### src/rtl/override_arbiter_pkg.sv
// Shared types and default parameters for the override arbiter.
package override_pkg;

    typedef enum logic [1:0] {
        IDLE     = 2'd0,
        OVERRIDE = 2'd1,
        RELEASE  = 2'd2
    } ovr_state_e;

    localparam int unsigned DEF_N_REQ    = 4;
    localparam int unsigned DEF_WIDTH    = 32;
    localparam int unsigned DEF_MAX_HOLD = 64;

endpackage

### src/rtl/override_arbiter_if.sv
// Normal-path, override-request and status signals of the override arbiter.
interface override_arbiter_if
    import override_pkg::*;
#(
    parameter int unsigned N_REQ = DEF_N_REQ,
    parameter int unsigned WIDTH = DEF_WIDTH
);

    logic                   cnt_en;
    logic                   wr_en;
    logic [WIDTH-1:0]       wr_data;
    logic [N_REQ-1:0]       req;
    logic [N_REQ*WIDTH-1:0] ovr_val;
    logic [WIDTH-1:0]       value;
    logic [N_REQ-1:0]       gnt;
    logic                   ovr_active;
    logic                   wr_blocked;
    logic                   timeout;

    modport master (
        output cnt_en, wr_en, wr_data, req, ovr_val,
        input  value, gnt, ovr_active, wr_blocked, timeout
    );

    modport slave (
        input  cnt_en, wr_en, wr_data, req, ovr_val,
        output value, gnt, ovr_active, wr_blocked, timeout
    );

endinterface

### src/rtl/override_arbiter_rr.sv
// Round-robin selector: first unmasked request strictly after the last winner.
module rr_arbiter
    import override_pkg::*;
#(
    parameter int unsigned N_REQ = DEF_N_REQ,
    localparam int unsigned IDX_W = $clog2(N_REQ)
) (
    input  logic [N_REQ-1:0] req_i,
    input  logic [N_REQ-1:0] mask_i,
    input  logic [IDX_W-1:0] ptr_i,
    output logic [N_REQ-1:0] gnt_o,
    output logic [IDX_W-1:0] idx_o
);

    logic [N_REQ-1:0] elig;

    assign elig = req_i & ~mask_i;

    always_comb begin : search
        int unsigned cand;
        logic        found;
        gnt_o = '0;
        idx_o = '0;
        found = 1'b0;
        cand  = 0;
        for (int unsigned k = 1; k <= N_REQ; k++) begin
            cand = (32'(ptr_i) + k) % N_REQ;
            if (!found && elig[cand[IDX_W-1:0]]) begin
                found                    = 1'b1;
                gnt_o[cand[IDX_W-1:0]]   = 1'b1;
                idx_o                    = cand[IDX_W-1:0];
            end
        end
    end

endmodule

### src/rtl/override_arbiter.sv
// Managed register with a normal write/count path and round-robin arbitrated
// override requesters, including hold-time limiting and a one-cycle release gap.
module override_arbiter
    import override_pkg::*;
#(
    parameter int unsigned N_REQ    = DEF_N_REQ,
    parameter int unsigned WIDTH    = DEF_WIDTH,
    parameter int unsigned MAX_HOLD = DEF_MAX_HOLD
) (
    input  logic              clk,
    input  logic              rst,
    override_arbiter_if.slave bus
);

    localparam int unsigned IDX_W  = $clog2(N_REQ);
    localparam int unsigned HOLD_W = $clog2(MAX_HOLD + 1);

    ovr_state_e        state_q, state_d;
    logic [WIDTH-1:0]  value_q, value_d;
    logic [N_REQ-1:0]  gnt_q, gnt_d;
    logic [IDX_W-1:0]  win_q, win_d;
    logic [IDX_W-1:0]  last_q, last_d;
    logic [HOLD_W-1:0] hold_q, hold_d;
    logic              blk_q, blk_d;
    logic              to_q, to_d;
    logic [N_REQ-1:0]  mask_q, mask_d;

    logic [N_REQ-1:0]  rr_gnt;
    logic [IDX_W-1:0]  rr_idx;
    logic              normal_op;

    rr_arbiter #(.N_REQ(N_REQ)) u_rr (
        .req_i  (bus.req),
        .mask_i (mask_q),
        .ptr_i  (last_q),
        .gnt_o  (rr_gnt),
        .idx_o  (rr_idx)
    );

    assign normal_op = bus.wr_en | bus.cnt_en;

    always_ff @(posedge clk) begin
        if (rst) begin
            state_q <= IDLE;
            value_q <= '0;
            gnt_q   <= '0;
            win_q   <= '0;
            last_q  <= IDX_W'(N_REQ - 1);
            hold_q  <= '0;
            blk_q   <= 1'b0;
            to_q    <= 1'b0;
            mask_q  <= '0;
        end else begin
            state_q <= state_d;
            value_q <= value_d;
            gnt_q   <= gnt_d;
            win_q   <= win_d;
            last_q  <= last_d;
            hold_q  <= hold_d;
            blk_q   <= blk_d;
            to_q    <= to_d;
            mask_q  <= mask_d;
        end
    end

    always_comb begin
        state_d = state_q;
        value_d = value_q;
        gnt_d   = gnt_q;
        win_d   = win_q;
        last_d  = last_q;
        hold_d  = hold_q;
        blk_d   = blk_q;
        to_d    = 1'b0;
        // A timed-out requester becomes eligible again once it has dropped req.
        mask_d  = mask_q & bus.req;

        unique case (state_q)
            IDLE: begin
                if (|rr_gnt) begin
                    state_d = OVERRIDE;
                    gnt_d   = rr_gnt;
                    win_d   = rr_idx;
                    last_d  = rr_idx;
                    value_d = bus.ovr_val[32'(rr_idx) * WIDTH +: WIDTH];
                    hold_d  = HOLD_W'(1);
                    if (normal_op) blk_d = 1'b1;
                end else if (bus.wr_en) begin
                    value_d = bus.wr_data;
                end else if (bus.cnt_en) begin
                    value_d = value_q + WIDTH'(1);
                end
            end
            OVERRIDE: begin
                if (normal_op) blk_d = 1'b1;
                if (!bus.req[win_q] || hold_q == HOLD_W'(MAX_HOLD)) begin
                    state_d = RELEASE;
                    gnt_d   = '0;
                    hold_d  = '0;
                    // A voluntary drop on the limit cycle is a plain release.
                    if (bus.req[win_q]) begin
                        to_d          = 1'b1;
                        mask_d[win_q] = 1'b1;
                    end
                end else begin
                    value_d = bus.ovr_val[32'(win_q) * WIDTH +: WIDTH];
                    hold_d  = hold_q + HOLD_W'(1);
                end
            end
            RELEASE: begin
                state_d = IDLE;
            end
            default: begin
                state_d = IDLE;
                gnt_d   = '0;
            end
        endcase
    end

    assign bus.value      = value_q;
    assign bus.gnt        = gnt_q;
    assign bus.ovr_active = |gnt_q;
    assign bus.wr_blocked = blk_q;
    assign bus.timeout    = to_q;

endmodule

### src/flat_wrapper.sv
// flat-port wrapper written by rule: the top's interface ports become plain ports
module override_arbiter_flat import override_pkg::*;
#(
    parameter int unsigned N_REQ    = DEF_N_REQ,
    parameter int unsigned WIDTH    = DEF_WIDTH,
    parameter int unsigned MAX_HOLD = DEF_MAX_HOLD
)
  (clk, rst, bus_cnt_en, bus_wr_en, bus_wr_data, bus_req, bus_ovr_val, bus_value, bus_gnt, bus_ovr_active, bus_wr_blocked, bus_timeout);
  override_arbiter_if #(.N_REQ(N_REQ), .WIDTH(WIDTH)) bus_i ();
  input  logic clk;
  input  logic rst;
  input wire logic [$bits(bus_i.cnt_en)-1:0] bus_cnt_en;
  input wire logic [$bits(bus_i.wr_en)-1:0] bus_wr_en;
  input wire logic [$bits(bus_i.wr_data)-1:0] bus_wr_data;
  input wire logic [$bits(bus_i.req)-1:0] bus_req;
  input wire logic [$bits(bus_i.ovr_val)-1:0] bus_ovr_val;
  output wire logic [$bits(bus_i.value)-1:0] bus_value;
  output wire logic [$bits(bus_i.gnt)-1:0] bus_gnt;
  output wire logic [$bits(bus_i.ovr_active)-1:0] bus_ovr_active;
  output wire logic [$bits(bus_i.wr_blocked)-1:0] bus_wr_blocked;
  output wire logic [$bits(bus_i.timeout)-1:0] bus_timeout;
  assign bus_i.cnt_en = bus_cnt_en;
  assign bus_i.wr_en = bus_wr_en;
  assign bus_i.wr_data = bus_wr_data;
  assign bus_i.req = bus_req;
  assign bus_i.ovr_val = bus_ovr_val;
  assign bus_value = bus_i.value;
  assign bus_gnt = bus_i.gnt;
  assign bus_ovr_active = bus_i.ovr_active;
  assign bus_wr_blocked = bus_i.wr_blocked;
  assign bus_timeout = bus_i.timeout;
  override_arbiter #(.N_REQ(N_REQ), .WIDTH(WIDTH), .MAX_HOLD(MAX_HOLD)) u_core (.clk(clk), .rst(rst), .bus(bus_i));
endmodule
### config.mk
export PLATFORM = sky130hd
export DESIGN_NAME = override_arbiter_flat
export DESIGN_NICKNAME = d
export VERILOG_FILES = /design/src/rtl/override_arbiter_pkg.sv /design/src/rtl/override_arbiter_if.sv /design/src/rtl/override_arbiter_rr.sv /design/src/rtl/override_arbiter.sv /design/src/flat_wrapper.sv
export SDC_FILE = /design/constraint.sdc
export NUM_CORES = 1
export LEC_CHECK = 0
export CORE_MARGIN = 3
export CORE_UTILIZATION = 40
export DETAILED_ROUTE_END_ITERATION = 6
export PLACE_DENSITY = 0.83
export SYNTH_ARGS = -nofsm -noshare
export SYNTH_HDL_FRONTEND = slang
export SYNTH_SLANG_ARGS = --single-unit
### constraint.sdc
create_clock -name clk -period 4.1 [get_ports clk]
set_input_delay 0.615 -clock clk [delete_from_list [all_inputs] [get_ports clk]]
set_output_delay 0.615 -clock clk [all_outputs]
set_load 0.01 [all_outputs]
==> impl_metrics.tcl <==
set metrics [dict create \
    compound_gate_fraction_of_synth_area_pct 27.7 \
    synth_cells 742 \
    power.internal_mw 2.89 \
    min-delay-start "u_core.bus.wr_blocked" \
    asyncSetResetFlopFracSynth_pct 0 \
    final_hold_viol_count 0 \
    timing.final.setup_violations 0 \
    drc_violation_total_after_the_first_tritonroute_iteration 496 \
    drc 0 \
    cp-end-kind "register" \
    die_footprint_um2 16600 \
    p_per_area_nw_per_um2 684 \
    yosys_warnings 0 \
    worstSkewPairLatency_ns 0.31 \
    worst-setup-path-type "input port to register" \
    cts.repair_timing.setup_buffer_count 0 \
    power.combinational.fraction_pct 75.4 \
    gpl.final_weighted_congestion 0.943 \
    mappedNetlistNets 921 \
    p_seq_share_pct 16.5 \
    post_drt_via_cell_ratio 6.02 \
    initial_antenna_violation_count 0 \
    grtUsageMet3_pct 4.86 \
    cap_violations 0 \
    nFillCells 1322 \
    holdWs_ns 0.493 \
    ys.flop_type "sky130_fd_sc_hd__dfxtp_1" \
    worstReg2RegStart "u_core.last_q[0]" \
    layout.cells.most_common "sky130_fd_sc_hd__clkdlybuf4s50_1" \
    outcome "complete, no violations" \
    final.setup.tns_ns 0 \
    layout_common_cells "204 x sky130_fd_sc_hd__clkdlybuf4s50_1, 85 x sky130_fd_sc_hd__nor2_1, 66 x sky130_fd_sc_hd__a211oi_1" \
    grt_overflow_total 0 \
    finalWorstPathRequiredPeriod_ns 3.70 \
    synth-adder-area-share_pct 2.29 \
    drtAntennaViolNets 0 \
    dp.cells 1088 \
    layout.cells.non_filler 1096 \
    synth-edff-count 0 \
    timing.final.max_slew_violations 0 \
    finish.net_count 1090 \
    critPathMaxFanout 26 \
    floorplan.die.width_um 129 \
    io_pins 207 \
    grtUsageMet1_pct 32.1 \
    critPathLaunchType "input port" \
    global_route_usage_over_all_layers_pct 24.9 \
    clock_tree.root_cell "sky130_fd_sc_hd__clkbuf_16" \
    postPlaceCellArea_um2 8220 \
    placeableCoreArea_um2 14600 \
    clock.fmax_mhz 270 \
    relSlewSlack_pct 32.1 \
    tritoncts_clock_tree "yes" \
    ant_cells 0 \
    drive_above_1_share_pct 11.1 \
    layout_worst_path_cycle_share_pct 90.2 \
    grt_pass1_wl_um 33500 \
    pwr-share-clk_pct 8.1 \
    post_synth_instance_area_um2 6020 \
    via_count_of_the_first_global_routing_pass 6430 \
    largest_voltage_drop_on_the_vdd_net_mv 0.333 \
    yosys.area_share.simple_pct 20.9 \
    xor_and_xnor_area_share_after_synthesis_pct 4.07 \
    layout-area-overhead-vs-synth_pct 39.1 \
    htreeDepth 2 \
    dominant_combinational_cell_family_by_area_after_synthesis "compound AO/OA/AOI/OAI gates" \
    cts_buffers 5 \
    crit_arrival_ns 3.92 \
    hpwlAfterDp_um 16100 \
    total_switching_power_mw 2.83 \
    count_of_instances_resized_after_the_clock_tree_is_built 0 \
    floorplan.initialDensity_pct 41.1 \
    grt_max_degree 94 \
    firstDrtPassIters 7 \
    synth.yosys.seq_area_share_pct 18.3 \
    area.sequential_um2 1100 \
    grt_use_met2_pct 42.5 \
    wire_per_inst_um 19.5 \
    die_height_um 129 \
    tightestPinTransition_ns 1.02 \
    worst_setup_hold_path_clk_slew_ns 0.08 \
    final_cell_area_um2 8380 \
    cts.hold.buffers_added 0 \
    sw_frac_of_total_pct 49.5 \
    rsz_0062_raised_after_global_routing "no" \
    cts.path.max_buffers 2 \
    total_power_mw 5.73 \
    grt_busiest_layer "met2" \
    synth-seq-cells 55 \
    rows 44 \
    p_leak_nw 2.89 \
    yosys-mux-area-fraction_pct 21.2 \
    dr_total_vias 6597 \
    finalWirelength_um 21300 \
    yosysUniqueCellTypes 66 \
    port_buffers 206 \
    area_of_the_multi_input_gates_um2 4600 \
    clock_skew_ns 0.00560 \
    mean_syn_cell_area_um2 8.12 \
    crit_start "bus_req[1]" \
    tritoncts_num_sinks 55 \
    cp.required_ns 4.33 \
    hold_path.class "register to register" \
]
layer usage:
| layer | part of all wire, % | vias to the layer above |
|---|---|---|
| met1 | 42 | 3144 |
| met5 | 0 | - |
| met4 | 2.3 | 0 |
| met2 | 48 | 261 |
| li1 | - | 3156 |
| met3 | 7.2 | 36 |
layout make-up:
type	count	share of cell area [%]
clock buffers	7	1.70
clock inverters	1	0.105
inverters	13	0.583
multi-input cells	610	54.9
flip-flops and latches	55	13.2
well taps	184	2.75
repair buffers	226	26.7
critical path, cell delays in order:
cell	delay [ns]
sky130_fd_sc_hd__clkdlybuf4s50_1	0.51
sky130_fd_sc_hd__nor2b_1	0.36
sky130_fd_sc_hd__mux4_2	0.43
sky130_fd_sc_hd__nor2_2	0.11
sky130_fd_sc_hd__a222oi_1	0.47
sky130_fd_sc_hd__nand3_1	0.34
sky130_fd_sc_hd__o31ai_4	0.33
sky130_fd_sc_hd__buf_4	0.34
sky130_fd_sc_hd__a21oi_1	0.10
sky130_fd_sc_hd__a211oi_2	0.28
metrics by stage:
| step | setup WS [ns] | util, % |
|---|---|---|
| after floorplan | 0.977 | - |
| after global placement | 0.284 | 56.2 |
| after detailed placement | 0.128 | 56.2 |
| after CTS | 0.459 | 57.2 |
| after global routing | 0.139 | 57.2 |
| final | 0.403 | 57.2 |
registers in the layout, summed over array words and instances (netlist names):
signal and cells:
u_core.win_q 2, u_core.state_q 2, u_core.hold_q 7, u_core.bus.wr_blocked 1, u_core.bus.timeout 1, u_core.bus.gnt 4, u_core.last_q 2, u_core.bus.value 32
u_core.mask_q 4
power by group through the flow:
stage          sequential, mW  clock, mW  combinational, mW
2_1_floorplan           0.961          0               2.96
3_3_place_gp            0.945          0               4.23
3_5_place_dp            0.950          0               4.29
4_1_cts                 0.939      0.466               4.31
5_1_grt                 0.971      0.490               4.70
6_report                0.943      0.464               4.32
final timing paths:
path / to / slack [ns] / cells past startpoint
setup reg to reg: u_core.bus.value[19] / 0.70 / 9
hold / removal: u_core.bus.wr_blocked / 0.49 / 2
setup / recovery: u_core.bus.value[19] / 0.40 / 10
hold reg to reg: u_core.bus.wr_blocked / 0.49 / 2
cell usage after synthesis, drive strengths merged (8+ instances only):
cell type  count  area share (%)
o21ai         46             3.8
nor3          12             1.0
ha            11             2.3
or3            8            0.83
xnor2         16             2.3
nand2         38             2.4
mux4          35              13
buf           35             3.1
nor2b         36             3.7
dfxtp         55              18
clkbuf        29             1.8
nand3         21             1.7
a21oi         64             5.3
nor2          87             5.5
xor2          12             1.7
inv           13            0.81
mux2i         44             7.3
nand4         12             1.2
nand2b         8            0.83
a211oi        79              11
cell families (layout without fill, tap and decap cells):
logic type	after synthesis	after routing
and+or+nand+nor	252	252
buffers and inverters	77	247
DFF	55	55
muxes	83	83
xor gates and xnor gates	28	28
adders and majority gates	11	11
AOI/OAI and AO/OA	236	236
Note: power is estimated with default switching activity, not from simulation.
